==> config.mk <==
export PLATFORM = sky130hd
export DESIGN_NAME = uart_rx_fifo
export DESIGN_NICKNAME = d
export VERILOG_FILES = /design/src/rtl/uart_rx_fifo.sv
export SDC_FILE = /design/constraint.sdc
export NUM_CORES = 1
export LEC_CHECK = 0
export ABC_AREA = 1
export BUFFER_PORTS_ARGS = -buffer_cell sky130_fd_sc_hd__buf_4
export CAP_MARGIN = 40
export CORE_MARGIN = 2
export CORE_UTILIZATION = 65
export CTS_CLUSTER_DIAMETER = 50
export CTS_CLUSTER_SIZE = 10
export DETAILED_ROUTE_END_ITERATION = 16
export PLACE_DENSITY = 0.84
export SLEW_MARGIN = 20
export SYNTH_ARGS = -nofsm -noshare
export SYNTH_HDL_FRONTEND = slang
export SYNTH_SLANG_ARGS = --single-unit
==> constraint.sdc <==
create_clock -name clk -period 5.1 [get_ports clk]
set_clock_uncertainty 0.05 [all_clocks]
set_input_delay 0.765 -clock clk [delete_from_list [all_inputs] [get_ports clk]]
set_output_delay 0.765 -clock clk [all_outputs]
set_load 0.02 [all_outputs]
==> src/rtl/uart_rx_fifo.sv <==
// Byte FIFO behind the UART receiver: edge-detected writes, FWFT valid/ready read side,
// sticky overrun flag for bytes dropped while full.
module uart_rx_fifo #(
  parameter int DEPTH  = 16,
  parameter int ADDR_W = 4
) (
  input  logic              clk,
  input  logic              rst_n,
  input  logic [7:0]        rx_data,
  input  logic              rx_done,
  output logic [7:0]        rd_data,
  output logic              rd_valid,
  input  logic              rd_ready,
  output logic [ADDR_W:0]   count,
  output logic              full,
  output logic              overrun,
  input  logic              ovr_clr
);

  logic [7:0]        mem [DEPTH];
  logic [ADDR_W-1:0] wr_ptr;
  logic [ADDR_W-1:0] rd_ptr;
  logic              rx_done_q;
  logic              wr_req;
  logic              rd_fire;
  logic              wr_fire;
  logic              drop;

  assign full     = (count == (ADDR_W+1)'(DEPTH));
  assign rd_valid = (count != '0);
  assign rd_data  = mem[rd_ptr];

  // rx_done may stay high for many cycles; only its rising edge writes
  assign wr_req  = rx_done & ~rx_done_q;
  assign rd_fire = rd_valid & rd_ready;
  assign wr_fire = wr_req & (~full | rd_fire);
  assign drop    = wr_req & full & ~rd_fire;

  always_ff @(posedge clk) begin
    if (rst_n && wr_fire) begin
      mem[wr_ptr] <= rx_data;
    end
  end

  always_ff @(posedge clk) begin
    if (!rst_n) begin
      rx_done_q <= 1'b0;
      wr_ptr    <= '0;
      rd_ptr    <= '0;
    end else begin
      rx_done_q <= rx_done;
      if (wr_fire) wr_ptr <= wr_ptr + 1'b1;
      if (rd_fire) rd_ptr <= rd_ptr + 1'b1;
    end
  end

  always_ff @(posedge clk) begin
    if (!rst_n) begin
      count <= '0;
    end else begin
      unique case ({wr_fire, rd_fire})
        2'b10:   count <= count + 1'b1;
        2'b01:   count <= count - 1'b1;
        default: count <= count;
      endcase
    end
  end

  // a new drop outranks a clear in the same cycle
  always_ff @(posedge clk) begin
    if (!rst_n) begin
      overrun <= 1'b0;
    end else if (drop) begin
      overrun <= 1'b1;
    end else if (ovr_clr) begin
      overrun <= 1'b0;
    end
  end

endmodule

# == Yosys cells after proc, flatten, opt, wreduce, memory -nomap -nowiden ==
# Memories as Yosys holds them, arrays and structs flattened. A register that Yosys moved wholly into a read port is not among the register bits.
# Index checks and enable logic that the tools add are counted.
# classes
addsub,4
multipliers,0
div,0
n_lt_le_gt_ge,0
eq_ne,3
n_shift,0
muxes,7
bitwise_logic,9
n_reduce_logical,4
# ops
operator,count
5-bit one-hot mux with 2 select lines,1
"4-bit by 1-bit adder with 4-bit output, second input constant",2
4-bit 2-to-1 mux,2
"5-bit by 1-bit adder with 5-bit output, second input constant",1
1-bit bitwise AND,5
"5-bit == test, second input constant",1
5-bit nonzero test,1
"5-bit by 1-bit subtractor with 5-bit output, second input constant",1
1-bit 2-to-1 mux,4
2-bit nonzero test,2
1-bit NOT,3
"2-bit by 1-bit == test with 1-bit output, second input constant",1
"2-bit == test, second input constant",1
1-bit logical AND,1
1-bit OR,1
# word_totals
register_bits,15
latchBits,0
ram_bits,128
romBits,0
inputBits,13
output_inout_bits,16
word_cells,33
n_memories,1
# memory_table
memory,words,word_bits,rd,rd_clocked_by_memory_dff,write_ports,line_no,text
mem,16,8,1,1,1,20,logic [7:0] mem [DEPTH];

# == Longest topological paths before layout ==
# depth
ltp_word,7
depth_mapped,15
ltp_nobuf,15

# == Worst setup path before layout ==
# Ideal clock, no wire load.
# synth_timing
kind,input to register
start,input rx_done
end,memory mem[11][0] (enable)
setup_time_ns,0.370
arrival_time_ns,1.679
required_time_ns,4.680
slack_ns,3.001
path_stages,4
n_path_buf,0
cell_sequence,nand2_1 > a21oi_4 > nand2_1 > nor2_1
# synth_between
elab_chain_len,5
# synth_lines
item,line_no,text
start: declaration,10,"input logic rx_done,"
1-bit bitwise AND,34,assign wr_req = rx_done & ~rx_done_q;
1-bit bitwise AND,36,assign wr_fire = wr_req & (~full | rd_fire);
1-bit logical AND,40,if (rst_n && wr_fire) begin
1-bit 2-to-1 mux,40,
1-bit 2-to-1 mux (not written as such),41,mem[wr_ptr] <= rx_data;
end: declaration,20,
# No other way between the ends.

==> flow_summary.ini <==
[sta]
report.final.hold_viol_count = 0
worst_slew_margin_rel_pct = 44.0
timing.fmax_mhz = 296
fin_tns_setup_ns = 0
report.final.slew_viol_count = 0
period_minus_slack_ns = 3.38
min_period_over_period_pct = 66.2
max_slew.worst_pin.slew_ns = 0.837
timing.final.setup_violations = 0
unrepaired_setup_endpoints_after_global_routing = false

[power]
internal_power_mw = 2.21
total_switching_power_mw = 0.978
peakVddDrop_mv = 0.317
portion_of_total_power_attributed_to_combinational_logic_pct = 20.3
leakage_nw = 2.57
netSwitchingFraction_pct = 30.7
p_clk_share_pct = 36.2
totalPowerFinal_mw = 3.19
p_seq_share_pct = 43.4
cellPowerDensity_nw_per_um2 = 450

[synthesis]
synth_warnings = 0
synth_sequential_area_ratio_pct = 68.4
postSynthRegisterBits = 147
syn_area_um2 = 6170
syn-num-nets = 510
post_synth.cell_area_avg_um2 = 12.6
synth_async_sr_flop_share_pct = 0
postSynth.topFlopCell = sky130_fd_sc_hd__edfxtp_1
yosysUniqueCellTypes = 33
synth_edf_count = 128
syn_inst = 490

[floorplanning]
dieHeight_um = 101
horizontal_extent_of_the_die_um = 101
floorplan.initialDensity_pct = 66.8
standard_cell_core_area_um2 = 9240
top_level_ports = 29
fp.dieArea_um2 = 10300
std_cell_rows = 35

[drt]
drt_pass1_iterations = 6
drt_iter0_markers = 441
finalWirelength_um = 13400
drt-wirelength-per-cell_um = 20.2
remaining_drc_errors = 0
detailroute.via_count = 3954
ant_nets = 0
routed_via_density = 5.96

[worst_setup_path]
cpPeakStageDelay_ns = 0.39
worst_setup_path_start_kind = flip-flop
worstPathRequired_ns = 4.28
critical_path.max_fanout = 33
critical_path.most_common_cell = sky130_fd_sc_hd__buf_4
worstReg2RegEnd = mem[1][0]$_DFFE_PP_
kind_of_critical_path = flip-flop to primary output
critPathSlowestCell = sky130_fd_sc_hd__inv_1
nature_of_the_critical_path_endpoint = primary output
worst-endpoint-arrival_ns = 2.56
r2r.worst_path.cells = 6
reg2reg_setup_slack_ns = 2.82
rr_startpoint = count[0]$_SDFFE_PN0P_
crit_buf_inv = 4
crit_chain = buf_4 > inv_1 > buf_8 > o211ai_1 > nand3_1 > nand2_1 > buf_4
critical_path.top_delay_family = buffers and inverters

[clocking]
post_cts_resize_count = 0
max_clock_buf_depth = 2
cts.sinks = 147
clkLatencyLatePin_ns = 0.53
cts_htree_levels = 4
cts-buffers-inserted = 17
clkTransAtPathRegs_ns = 0.06
ctsHoldBuffers = 0
cts_tree = built
cts_setup_buffers = 0
ctsRootBufferMaster = sky130_fd_sc_hd__clkbuf_8

[worst_hold_path]
min_delay_worst_endpoint = rx_done_q$_SDFF_PN0_
hold_path_class = input port to flip-flop
timing.hold.worst.start = rx_done
hold-path-cell-count = 3

[grt]
pin_count_of_the_biggest_net_entering_global_routing = 72
grt.overflow.total = 0
groute.usage.overall_pct = 27.6
global_route_wire_length_before_repair_um = 20400
grt_antenna_before_repair = 0
grt_pass1_vias = 3795

[layout]
synthToLayoutAreaGrowth_pct = 14.8
final_core_util_pct = 76.7
fin_nets = 541
final_layout_size_suffix_gt1_share_pct = 15.9
num_antenna_cells = 0
finalNonFillerCells = 663

[placed_design]
place.port_buffers = 28
placed_cells = 627
post-dp-hpwl_um = 8330
gpl.final_weighted_congestion = 0.922

[status]
run_status = finished, final reports clean

[flow_run]
max_cap_viol_count = 0
[state kept, by name (all words and copies together) (netlist names), named ones only]
name / cells
wr_ptr: 4
mem: 128
rx_done_q: 1
count: 5
overrun: 1
rd_ptr: 4
[worst reg2reg max path: stages, from the launching register on]
cell	delay [ns]
sky130_fd_sc_hd__dfxtp_1	0.48
sky130_fd_sc_hd__nor2_4	0.09
sky130_fd_sc_hd__nand2_4	0.08
sky130_fd_sc_hd__nor2_4	0.04
sky130_fd_sc_hd__a21oi_4	0.27
sky130_fd_sc_hd__nand2_1	0.23
sky130_fd_sc_hd__nor2_1	0.66
[worst max-delay path by stage]
| stage | from | to | cells after the start |
|---|---|---|---|
| after floorplan | rx_done | mem[11][0]$_DFFE_PP_ | 4 |
| after global placement | flip-flop | rd_data[4] | 5 |
| after detailed placement | flip-flop | rd_data[4] | 5 |
| after CTS | flip-flop | rd_data[4] | 5 |
| after global routing | flip-flop | rd_data[4] | 7 |
| final | flip-flop | rd_data[4] | 7 |
[cell usage after synthesis (6+ instances only)]
| library cell | number | area, µm² |
|---|---|---|
| sky130_fd_sc_hd__edfxtp_1 | 128 | 3840 |
| sky130_fd_sc_hd__nand2_1 | 34 | 128 |
| sky130_fd_sc_hd__a21oi_1 | 41 | 205 |
| sky130_fd_sc_hd__inv_1 | 57 | 214 |
| sky130_fd_sc_hd__buf_2 | 6 | 30.0 |
| sky130_fd_sc_hd__clkbuf_1 | 13 | 48.8 |
| sky130_fd_sc_hd__o21ai_0 | 45 | 225 |
| sky130_fd_sc_hd__dfxtp_1 | 19 | 380 |
| sky130_fd_sc_hd__ha_1 | 7 | 87.6 |
| sky130_fd_sc_hd__o211ai_1 | 33 | 248 |
| sky130_fd_sc_hd__nand3_1 | 19 | 95.1 |
| sky130_fd_sc_hd__nor2_1 | 26 | 97.6 |
| sky130_fd_sc_hd__mux2i_1 | 32 | 320 |
[stage by stage]
step / hold slack [ns] / setup WS (ns) / area [µm²]
after global placement: 0.413 / 2.19 / 6450
after floorplan: 0.410 / 3.00 / 6170
after CTS: 0.376 / 1.53 / 7050
after detailed placement: 0.442 / 2.11 / 6490
after global routing: 0.413 / 1.60 / 7080
final: 0.385 / 1.72 / 7080
[cell type report]
type                    count  area (µm²)
well taps                 129         161
inverters                  61         231
clock inverters            15         139
flip-flops and latches    147        4230
multi-input cells         259        1610
repair buffers             35         298
clock buffers              17         414
fillers                   540        2160
[cell usage in the layout (no fill, tap or decap), types with 2 or more instances in the layout]
cell,count
sky130_fd_sc_hd__edfxtp_1,128
sky130_fd_sc_hd__inv_1,57
sky130_fd_sc_hd__o21ai_0,45
sky130_fd_sc_hd__a21oi_1,41
sky130_fd_sc_hd__nand2_1,34
sky130_fd_sc_hd__o211ai_1,33
sky130_fd_sc_hd__mux2i_1,32
sky130_fd_sc_hd__buf_4,32
sky130_fd_sc_hd__nor2_1,26
sky130_fd_sc_hd__nand3_1,19
sky130_fd_sc_hd__dfxtp_1,18
sky130_fd_sc_hd__clkbuf_16,16
sky130_fd_sc_hd__ha_1,7
sky130_fd_sc_hd__inv_8,6
sky130_fd_sc_hd__nor2_4,4
sky130_fd_sc_hd__nand4_1,4
sky130_fd_sc_hd__inv_6,4
sky130_fd_sc_hd__nand3_2,2
sky130_fd_sc_hd__clkinv_1,2
sky130_fd_sc_hd__inv_2,2
sky130_fd_sc_hd__nand2_2,2
sky130_fd_sc_hd__clkinv_4,2
sky130_fd_sc_hd__clkinvlp_4,2
sky130_fd_sc_hd__buf_8,2
[routing by layer]
metal,GRT usage (%),part of all wire (%)
met5,0,0
met1,37.8,40
met3,5.31,7.6
met2,44.9,50
met4,9.98,2.2
[power by group through the flow]
stage | clock [mW] | sequential (mW) | combinational [mW]
4_1_cts | 1.16 | 1.39 | 0.640
2_1_floorplan | 0 | 1.40 | 0.451
6_report | 1.15 | 1.38 | 0.648
5_1_grt | 1.21 | 1.39 | 0.706
3_5_place_dp | 0 | 1.41 | 0.631
3_3_place_gp | 0 | 1.45 | 0.551
[kinds of logic after synthesis]
family                     Yosys count  synth area share, %
xor gates and xnor gates             1                0.142
DFF                                147                 68.4
AOI/OAI and AO/OA                  123                 11.6
and+or+nand+nor                     96                 7.72
buffers and inverters               84                 5.45
muxes                               32                 5.19
adders and majority gates            7                 1.42
(Power assumes the default switching activity.)
